### src/rtl/sram_req_arbiter.sv
// rtl/sram_req_arbiter.sv - two-master SRAM-like request arbiter with in-order return routing; SRAM_ARB_RR_EN selects round-robin
module sram_req_arbiter #(
    parameter int MAX_OUTST = 4,
    parameter int PTR_W     = 2
) (
    input  logic        clk,
    input  logic        reset,
    input  logic        m0_req,
    input  logic        m0_wr,
    input  logic [1:0]  m0_size,
    input  logic [31:0] m0_addr,
    input  logic [3:0]  m0_wstrb,
    input  logic [31:0] m0_wdata,
    output logic        m0_addr_ok,
    output logic        m0_data_ok,
    output logic [31:0] m0_rdata,
    input  logic        m1_req,
    input  logic        m1_wr,
    input  logic [1:0]  m1_size,
    input  logic [31:0] m1_addr,
    input  logic [3:0]  m1_wstrb,
    input  logic [31:0] m1_wdata,
    output logic        m1_addr_ok,
    output logic        m1_data_ok,
    output logic [31:0] m1_rdata,
    output logic        s_req,
    output logic        s_wr,
    output logic [1:0]  s_size,
    output logic [31:0] s_addr,
    output logic [3:0]  s_wstrb,
    output logic [31:0] s_wdata,
    input  logic        s_addr_ok,
    input  logic        s_data_ok,
    input  logic [31:0] s_rdata
);

    typedef enum logic {
        IDLE   = 1'b0,
        LOCKED = 1'b1
    } state_t;

    localparam logic [PTR_W:0] FULL_CNT = (PTR_W + 1)'(MAX_OUTST);

    state_t              state;
    state_t              state_nx;
    logic                owner;
    logic                owner_nx;
    logic                winner;
    logic                push;
    logic                pop;
    logic                room;
    logic                head;
    logic [MAX_OUTST-1:0] fifo_q;
    logic [PTR_W-1:0]    wr_ptr;
    logic [PTR_W-1:0]    rd_ptr;
    logic [PTR_W:0]      count;

    // A response is only meaningful if some accepted request is waiting for it.
    assign pop  = s_data_ok && (count != '0);
    assign push = (state == LOCKED) && s_addr_ok;
    // A pop this cycle frees a slot, so a full FIFO can still grant.
    assign room = (count != FULL_CNT) || pop;
    assign head = fifo_q[rd_ptr];

`ifdef SRAM_ARB_RR_EN
    logic rr_last;

    // Remember who was pushed last so a contended grant alternates.
    always_ff @(posedge clk) begin
        if (reset) begin
            rr_last <= 1'b0;
        end else if (push) begin
            rr_last <= owner;
        end
    end

    // On contention the master not granted last time wins.
    always_comb begin
        winner = m1_req;
        if (m0_req && m1_req) begin
            winner = ~rr_last;
        end
    end
`else
    // Fixed priority: the data port (m1) beats instruction fetch (m0).
    always_comb begin
        winner = m1_req;
    end
`endif

    // State and owner register.
    always_ff @(posedge clk) begin
        if (reset) begin
            state <= IDLE;
            owner <= 1'b0;
        end else begin
            state <= state_nx;
            owner <= owner_nx;
        end
    end

    // Grant in IDLE when there is room; release the lock once the slave accepts.
    always_comb begin
        state_nx = state;
        owner_nx = owner;
        case (state)
            IDLE: begin
                if ((m0_req || m1_req) && room) begin
                    state_nx = LOCKED;
                    owner_nx = winner;
                end
            end
            LOCKED: begin
                if (s_addr_ok) begin
                    state_nx = IDLE;
                end
            end
            default: begin
                state_nx = IDLE;
            end
        endcase
    end

    // Return-order FIFO of owners: one bit per accepted transaction.
    always_ff @(posedge clk) begin
        if (reset) begin
            fifo_q <= '0;
            wr_ptr <= '0;
            rd_ptr <= '0;
            count  <= '0;
        end else begin
            if (push) begin
                fifo_q[wr_ptr] <= owner;
                wr_ptr         <= wr_ptr + 1'b1;
            end
            if (pop) begin
                rd_ptr <= rd_ptr + 1'b1;
            end
            case ({push, pop})
                2'b10:   count <= count + 1'b1;
                2'b01:   count <= count - 1'b1;
                default: count <= count;
            endcase
        end
    end

    // The owner holds its request stable while locked, so the slave side is a plain mux.
    assign s_req   = !reset && (state == LOCKED);
    assign s_wr    = owner ? m1_wr    : m0_wr;
    assign s_size  = owner ? m1_size  : m0_size;
    assign s_addr  = owner ? m1_addr  : m0_addr;
    assign s_wstrb = owner ? m1_wstrb : m0_wstrb;
    assign s_wdata = owner ? m1_wdata : m0_wdata;

    assign m0_addr_ok = s_req && s_addr_ok && !owner;
    assign m1_addr_ok = s_req && s_addr_ok && owner;

    assign m0_data_ok = !reset && pop && !head;
    assign m1_data_ok = !reset && pop && head;
    assign m0_rdata   = s_rdata;
    assign m1_rdata   = s_rdata;

endmodule

### config.mk
export PLATFORM = sky130hd
export DESIGN_NAME = sram_req_arbiter
export DESIGN_NICKNAME = d
export VERILOG_FILES = /design/src/rtl/sram_req_arbiter.sv
export SDC_FILE = /design/constraint.sdc
export NUM_CORES = 1
export LEC_CHECK = 0
export ABC_CLOCK_PERIOD_IN_PS = 2400
export BUFFER_PORTS_ARGS = -buffer_cell sky130_fd_sc_hd__buf_2
export CORE_AREA = 2 2 125 127
export CTS_CLUSTER_SIZE = 20
export DETAILED_ROUTE_END_ITERATION = 12
export DIE_AREA = 0 0 127 129
export SLEW_MARGIN = 25
export SYNTH_ARGS = -nofsm -noshare
export SYNTH_HDL_FRONTEND = slang
export SYNTH_SLANG_ARGS = --single-unit
### constraint.sdc
create_clock -name clk -period 2.4 [get_ports clk]
set_clock_uncertainty 0.15 [all_clocks]
set_input_delay 0.6 -clock clk [delete_from_list [all_inputs] [get_ports clk]]
set_output_delay 0.6 -clock clk [all_outputs]
set_load 0.02 [all_outputs]
==> results of run 1 <==
-- report_power, final --
| group | total, mW | internal (mW) | switching, mW |
|---|---|---|---|
| Combinational | 0.832 | 0.396 | 0.436 |
| Clock | 0.319 | 0.224 | 0.0945 |
| Sequential | 0.291 | 0.246 | 0.0446 |
-- per-layer routing --
| layer | share of wire | vias to the layer above |
|---|---|---|
| met3 | 0.15 | 3 |
| met2 | 0.44 | 206 |
| met5 | 0 | - |
| li1 | - | 997 |
| met1 | 0.41 | 939 |
| met4 | 0.0034 | 0 |
-- kinds of logic (layout without fill, tap and decap cells) --
| family | Yosys count | count (layout) | synth area share |
|---|---|---|---|
| AOI/OAI and AO/OA | 10 | 10 | 0.0354 |
| muxes | 76 | 76 | 0.422 |
| DFF | 13 | 13 | 0.127 |
| buffers and inverters | 85 | 241 | 0.292 |
| xor gates and xnor gates | 5 | 5 | 0.0214 |
| and+or+nand+nor | 25 | 25 | 0.0622 |
| adders and majority gates | 6 | 6 | 0.0403 |
-- layout make-up --
cell class | count | area [um2] | area share
Clock buffer | 4 | 78.8 | 0.0264
Timing Repair Buffer | 228 | 1180 | 0.395
Sequential cell | 13 | 264 | 0.0885
Tap cell | 188 | 235 | 0.0789
Inverter | 9 | 33.8 | 0.0113
Multi-Input combinational cell | 122 | 1190 | 0.400
-- how the worst max path moves through the flow --
stage | start | endpoint | cells past startpoint
finish | owner | s_wr | 3
global route | rd_ptr[0] | m0_data_ok | 3
CTS | rd_ptr[0] | m0_data_ok | 3
detailed placement | s_data_ok | count[2] | 9
global placement | s_data_ok | count[2] | 9
floorplan | s_addr_ok | count[2] | 7
-- critical path, delay by kind of cell (launching register included) --
family / cells / cell delay [ns]
buffers and inverters: 2 / 0.43
flip-flops: 1 / 0.46
multiplexers: 1 / 0.36
-- registers in the layout (all words and copies together) (netlist names) --
register / count
fifo_q: 4
wr_ptr: 2
rd_ptr: 2
owner: 1
state: 1
count: 3
-- layout by cell type, fill, tap and decap left out, types with 2 or more instances in the layout --
| master | count |
|---|---|
| o311ai_1 | 2 |
| inv_1 | 9 |
| a21oi_1 | 4 |
| nor2_1 | 10 |
| ha_1 | 5 |
| clkbuf_16 | 3 |
| xor2_1 | 4 |
| nor3_1 | 2 |
| buf_2 | 223 |
| nand3_1 | 5 |
| mux2_2 | 70 |
| dfxtp_1 | 12 |
| buf_12 | 2 |
| nand2_1 | 2 |
| mux2i_1 | 4 |
| buf_4 | 3 |
-- stage by stage --
step                      setup WS [ns]  cells  hold slack [ns]
after global routing             0.0210    564            0.376
final                             0.122    564            0.342
after floorplan                   0.287    220            0.308
after CTS                         0.103    564            0.347
after detailed placement         0.0714    560            0.341
after global placement            0.121    560            0.333
==> summary.md, run 1 <==
| Metric | Value |
|---|---|
| Starting density of the core | `0.137` |
| Share of the synthesized area in the top cell type | `0.384` |
| Most numerous cell in the Yosys netlist | `mux2_2` |
| Hold Path Depth | `2` |
| Post-synth top flop | `dfxtp_1` |
| FMAX | `0.439 GHz` |
| Worst-path clk slew | `0.05 ns` |
| CTS Sinks | `13` |
| Hold WC Path Type | `reg -> reg` |
| Cell count after synthesis | `220` |
| Post-CTS sizing | `0` |
| DR WL/cell | `around 15 um` |
| CP Class | `reg -> out` |
| Worst EP required | `1.65 ns` |
| Most used routing layer | `met2` |
| Sequential-to-total area share from yosys stat | `0.127` |
| GR Util met3 | `0.0520` |
| GRT Total Usage | `0.0922` |
| DRT iter0 DRCs | `64` |
| Avg Cell Area, Syn | `9.32 um2` |
| Die height | `129 um` |
| Hold path start | `wr_ptr[1]` |
| Number of antenna-violating nets in the routed design | `0` |
| Cell taking the most area after synthesis | `mux2_2` |
| Vias | `~2.1k` |
| Post-synth cell types | `30` |
| Skew-Pair Late Insertion Delay | `0.24 ns` |
| Mapped Area | `2050 um2` |
| Final Cell Area | `between 2000 and 3000 um2` |
| Max clock buf depth | `2` |
| # hold bufs at CTS | `0` |
| DP HPWL | `around 7.5 mm` |
| Post-layout util | `0.199` |
| R2r setup slk | `~0.35 ns` |
| Port buffer count | `223` |
| Tcrit/Tclk final | `0.949` |
| Largest net degree at the start of global routing | `36` |
| CP Cell Sequence | `buf_12 -> mux2_2 -> buf_2` |
| Die width | `127 um` |
| Final GP Congestion | `0.880` |
| Final worst path period need | `approximately 2.3 ns` |
| TritonCTS clock tree | `yes` |
| Layout cell share with drive strength beyond 1 | `0.814` |
| R2R Path End | `count[2]` |
| Initial antenna violation count | `0` |
| Cts bufs inserted | `3` |
| R2r worst-path depth | `8` |
| Max VDD drop | `roughly 0.29 mV` |
| Pleak | `between 1.5 and 2 nW` |
| Slowest stage delay, CP | `0.46 ns` |
| Syn Nets | `just over 400` |
| H-tree Lvls | `1` |
| Slew @ Worst Pin | `between 0.4 and 0.5 ns` |
| Drc violations | `0` |
| # setup viols final | `0` |
| Dpl cell area | `2900 um2` |
| Worst-path maximum fanout | `35` |
| Rows | `45` |
| Fillers | `between 1.5k and 2k` |
| Total Nets Final | `approximately 560` |
| DR pass1 iterations | `4` |
| First-pass GRT wire length | `11.4 mm` |
| Worst r2r src | `count[0]` |
| CP startpoint kind | `flip-flop` |
| RSZ-0062 raised after global routing | `no` |
| Hold worst-path end | `wr_ptr[1]` |
| Global route overflow | `0` |
| GR Layer Usage met2 | `0.150` |
| Setup Fix Bufs, Post-CTS | `0` |
| Max-slew violations | `0` |
| Syn-to-layout area delta | `45.5%` |
| Max-cap violations | `0` |
| Commonest cells post-synth | `mux2_2 (70), buf_4 (64), dfxtp_1 (13)` |
| Yosys reg bits | `13` |
| Met1 Use GR | `0.110` |
| Worst path arrival time | `1.53 ns` |
| Highest-delay cell along the critical path | `dfxtp_4` |
| Design Power | `1.44 mW` |
| TNS Setup | `0 ns` |
| PwrDens | `483 nW/um2` |
| Antenna Cells | `0` |
| Outcome | `completed` |
| Vias per cell | `~3.8` |
| Io pins | `320` |
| Max-slew headroom | `0.724` |
| Yosys warnings | `0` |
| Clock Tree Root | `clkbuf_16` |
| Die area | `approximately 16000 um2` |
| WL final | `8.53 mm` |
| Vias in the first global route | `2041` |
| Core Box Area | `~15000 um2` |
| Synth area leaders | `mux2_2 (38%), buf_4 (23%), dfxtp_1 (13%)` |
| Critical Path End Type | `output pin` |
| Async SR Flop Fraction | `0` |
| Number of flops mapped to enable cells by yosys | `0` |
| Final Hold Viols | `0` |
Note: power is estimated with default switching activity, not from simulation.
==> inputs of run 2 (changes only) <==
--- a/config.mk
+++ b/config.mk
@@ -5,7 +5,7 @@
 export SDC_FILE = /design/constraint.sdc
 export NUM_CORES = 1
 export LEC_CHECK = 0
-export ABC_CLOCK_PERIOD_IN_PS = 2400
+export ABC_CLOCK_PERIOD_IN_PS = 2650
 export BUFFER_PORTS_ARGS = -buffer_cell sky130_fd_sc_hd__buf_2
 export CORE_AREA = 2 2 125 127
 export CTS_CLUSTER_SIZE = 20
==> constraint.sdc (replaced) <==
create_clock -name clk -period 2.65 [get_ports clk]
set_clock_uncertainty 0.15 [all_clocks]
set_input_delay 0.6625 -clock clk [delete_from_list [all_inputs] [get_ports clk]]
set_output_delay 0.6625 -clock clk [all_outputs]
set_load 0.02 [all_outputs]
==> summary.md, run 2 (synthesis gave the netlist of run 1 again) <==
| Metric | Value |
|---|---|
| Outcome | `completed` |
| Initial antenna violation count | `2` |
| Commonest non-fill, non-tap cell in the layout | `buf_2` |
| Hold WC Path Type | `reg -> reg` |
| DR pass1 iterations | `4` |
| Largest net degree at the start of global routing | `33` |
| CP Class | `reg -> out` |
| TritonCTS clock tree | `yes` |
| Max VDD drop | `0.237 mV` |
| CTS Sinks | `13` |
| Most flop-heavy register | `fifo_q` |
| DRT iter0 DRCs | `25` |
| Largest registers | `fifo_q: 4 flops, count: 3 flops` |
| Critical path buffers and inverters | `2` |
| Post-layout util | `0.199` |
| Pleak | `between 1.5 and 2 nW` |
| Core Box Area | `about 15000 um2` |
| Vias per cell | `around 3.8` |
| Max clock buf depth | `2` |
| Number of antenna-violating nets in the routed design | `0` |
| Worst-path clk slew | `~0.050 ns` |
| Critical Path End Type | `output pin` |
| Slew @ Worst Pin | `~0.43 ns` |
| Placed cells | `between 500 and 600` |
| H-tree Lvls | `1` |
| GRT Total Usage | `0.0929` |
| Final worst path period need | `about 2.4 ns` |
| # hold bufs at CTS | `0` |
| # setup viols final | `0` |
| Dpl cell area | `2910 um2` |
| Global route overflow | `0` |
| Cts bufs inserted | `3` |
| First-pass GRT wire length | `around 11 mm` |
| Slowest stage delay, CP | `roughly 0.52 ns` |
| Final GP Congestion | `slightly below 0.9` |
| Port buffer count | `roughly 220` |
| Max-slew violations | `0` |
| Max-cap violations | `0` |
| Largest register FFs | `4` |
| WL final | `8.46 mm` |
| Clock Tree Root | `clkbuf_16` |
| Io pins | `320` |
| Max-slew headroom | `0.715` |
| Skew-Pair Late Insertion Delay | `roughly 0.24 ns` |
| Sw frac | `0.397` |
| Worst EP required | `~1.8 ns` |
| Final Hold Viols | `0` |
| Highest-delay cell along the critical path | `dfxtp_4` |
| Worst path arrival time | `between 1.5 and 2 ns` |
| DP HPWL | `7.54 mm` |
| Most frequent cells in the layout | `buf_2 (223), mux2_2 (70), dfxtp_1 (12)` |
| CP startpoint kind | `flip-flop` |
| Antenna Cells | `0` |
| Vias | `2123` |
| Drc violations | `0` |
| Sequential Power Share | `0.210` |
| Rows | `45` |
| DR WL/cell | `14.9 um` |
| FMAX | `around 0.42 GHz` |
| Total Nets Final | `around 570` |
| Post-CTS sizing | `0` |
| P_sw | `0.516 mW` |
| Starting density of the core | `0.137` |
| CP Cell Sequence | `buf_12 -> mux2_2 -> buf_2` |
| Min Hold Slack | `0.345 ns` |
| RSZ-0062 raised after global routing | `no` |
| TNS Setup | `0 ns` |
| Die height | `129 um` |
| Die width | `approximately 130 um` |
| Syn-to-layout area delta | `45.6%` |
| Worst-path maximum fanout | `32` |
| Family with the most delay on the worst path | `flip-flops` |
| Clock power share | `0.221` |
| Tcrit/Tclk final | `0.904` |
| Gate power share | `0.569` |
| Int Power | `0.783 mW` |
| Vias in the first global route | `roughly 2k` |
| Setup Fix Bufs, Post-CTS | `0` |
| Layout cell share with drive strength beyond 1 | `0.815` |
| PwrDens | `around 440 nW/um2` |
| Die area | `between 15000 and 20000 um2` |
| Finished Layout Cells | `about 570` |
| Final Cell Area | `about 3000 um2` |
-- run 2: cell types whose count changed in the layout (fill, tap and decap cells not counted) --
cell | previous run | this run
buf_4 | 3 | 6
buf_12 | 2 | 1
-- run 2: worst register-to-register path: stages, from the launching register on --
cell and delay [ns]:
dfxtp_1 0.43, o31ai_2 0.13, inv_1 0.08, ha_1 0.18, inv_1 0.06, fa_1 0.37
xor2_1 0.16, or3_1 0.30, a21oi_1 0.13
-- run 2: per-layer routing --
metal	track usage	wire length, um	up-vias
met5	0	8	-
met4	0.0136	46	2
met3	0.0503	1290	7
met2	0.150	3670	196
met1	0.112	3440	915
li1	-	-	1003
-- run 2: layout make-up --
cell class | instances | area, um2
Timing Repair Buffer | 230 | 1180
Multi-Input combinational cell | 122 | 1190
Inverter | 9 | 33.8
Fill cell | 1690 | 12000
Tap cell | 188 | 235
Clock buffer | 4 | 78.8
Sequential cell | 13 | 264
-- run 2: metrics by stage --
| step | setup slack [ns] | total power [mW] |
|---|---|---|
| 5_1_grt | 0.177 | 1.38 |
| 6_report | 0.253 | 1.30 |
| 4_1_cts | 0.236 | 1.32 |
| 3_5_place_dp | 0.274 | 1.02 |
| 3_3_place_gp | 0.308 | 1.02 |
| 2_1_floorplan | 0.455 | 0.898 |
-- run 2: worst paths after layout --
check | from | end | slack, ns | cells past startpoint
max | owner | s_addr[7] | 0.25 | 3
min | fifo_q[1] | fifo_q[1] | 0.34 | 2
max reg2reg | count[0] | count[2] | 0.60 | 8
min reg2reg | fifo_q[1] | fifo_q[1] | 0.34 | 2
-- run 2: power by group through the flow --
stage	clock (mW)	sequential [mW]	combinational (mW)
floorplan	0	0.251	0.647
global placement	0	0.278	0.741
detailed placement	0	0.278	0.743
CTS	0.294	0.274	0.748
global route	0.300	0.281	0.794
finish	0.287	0.273	0.739
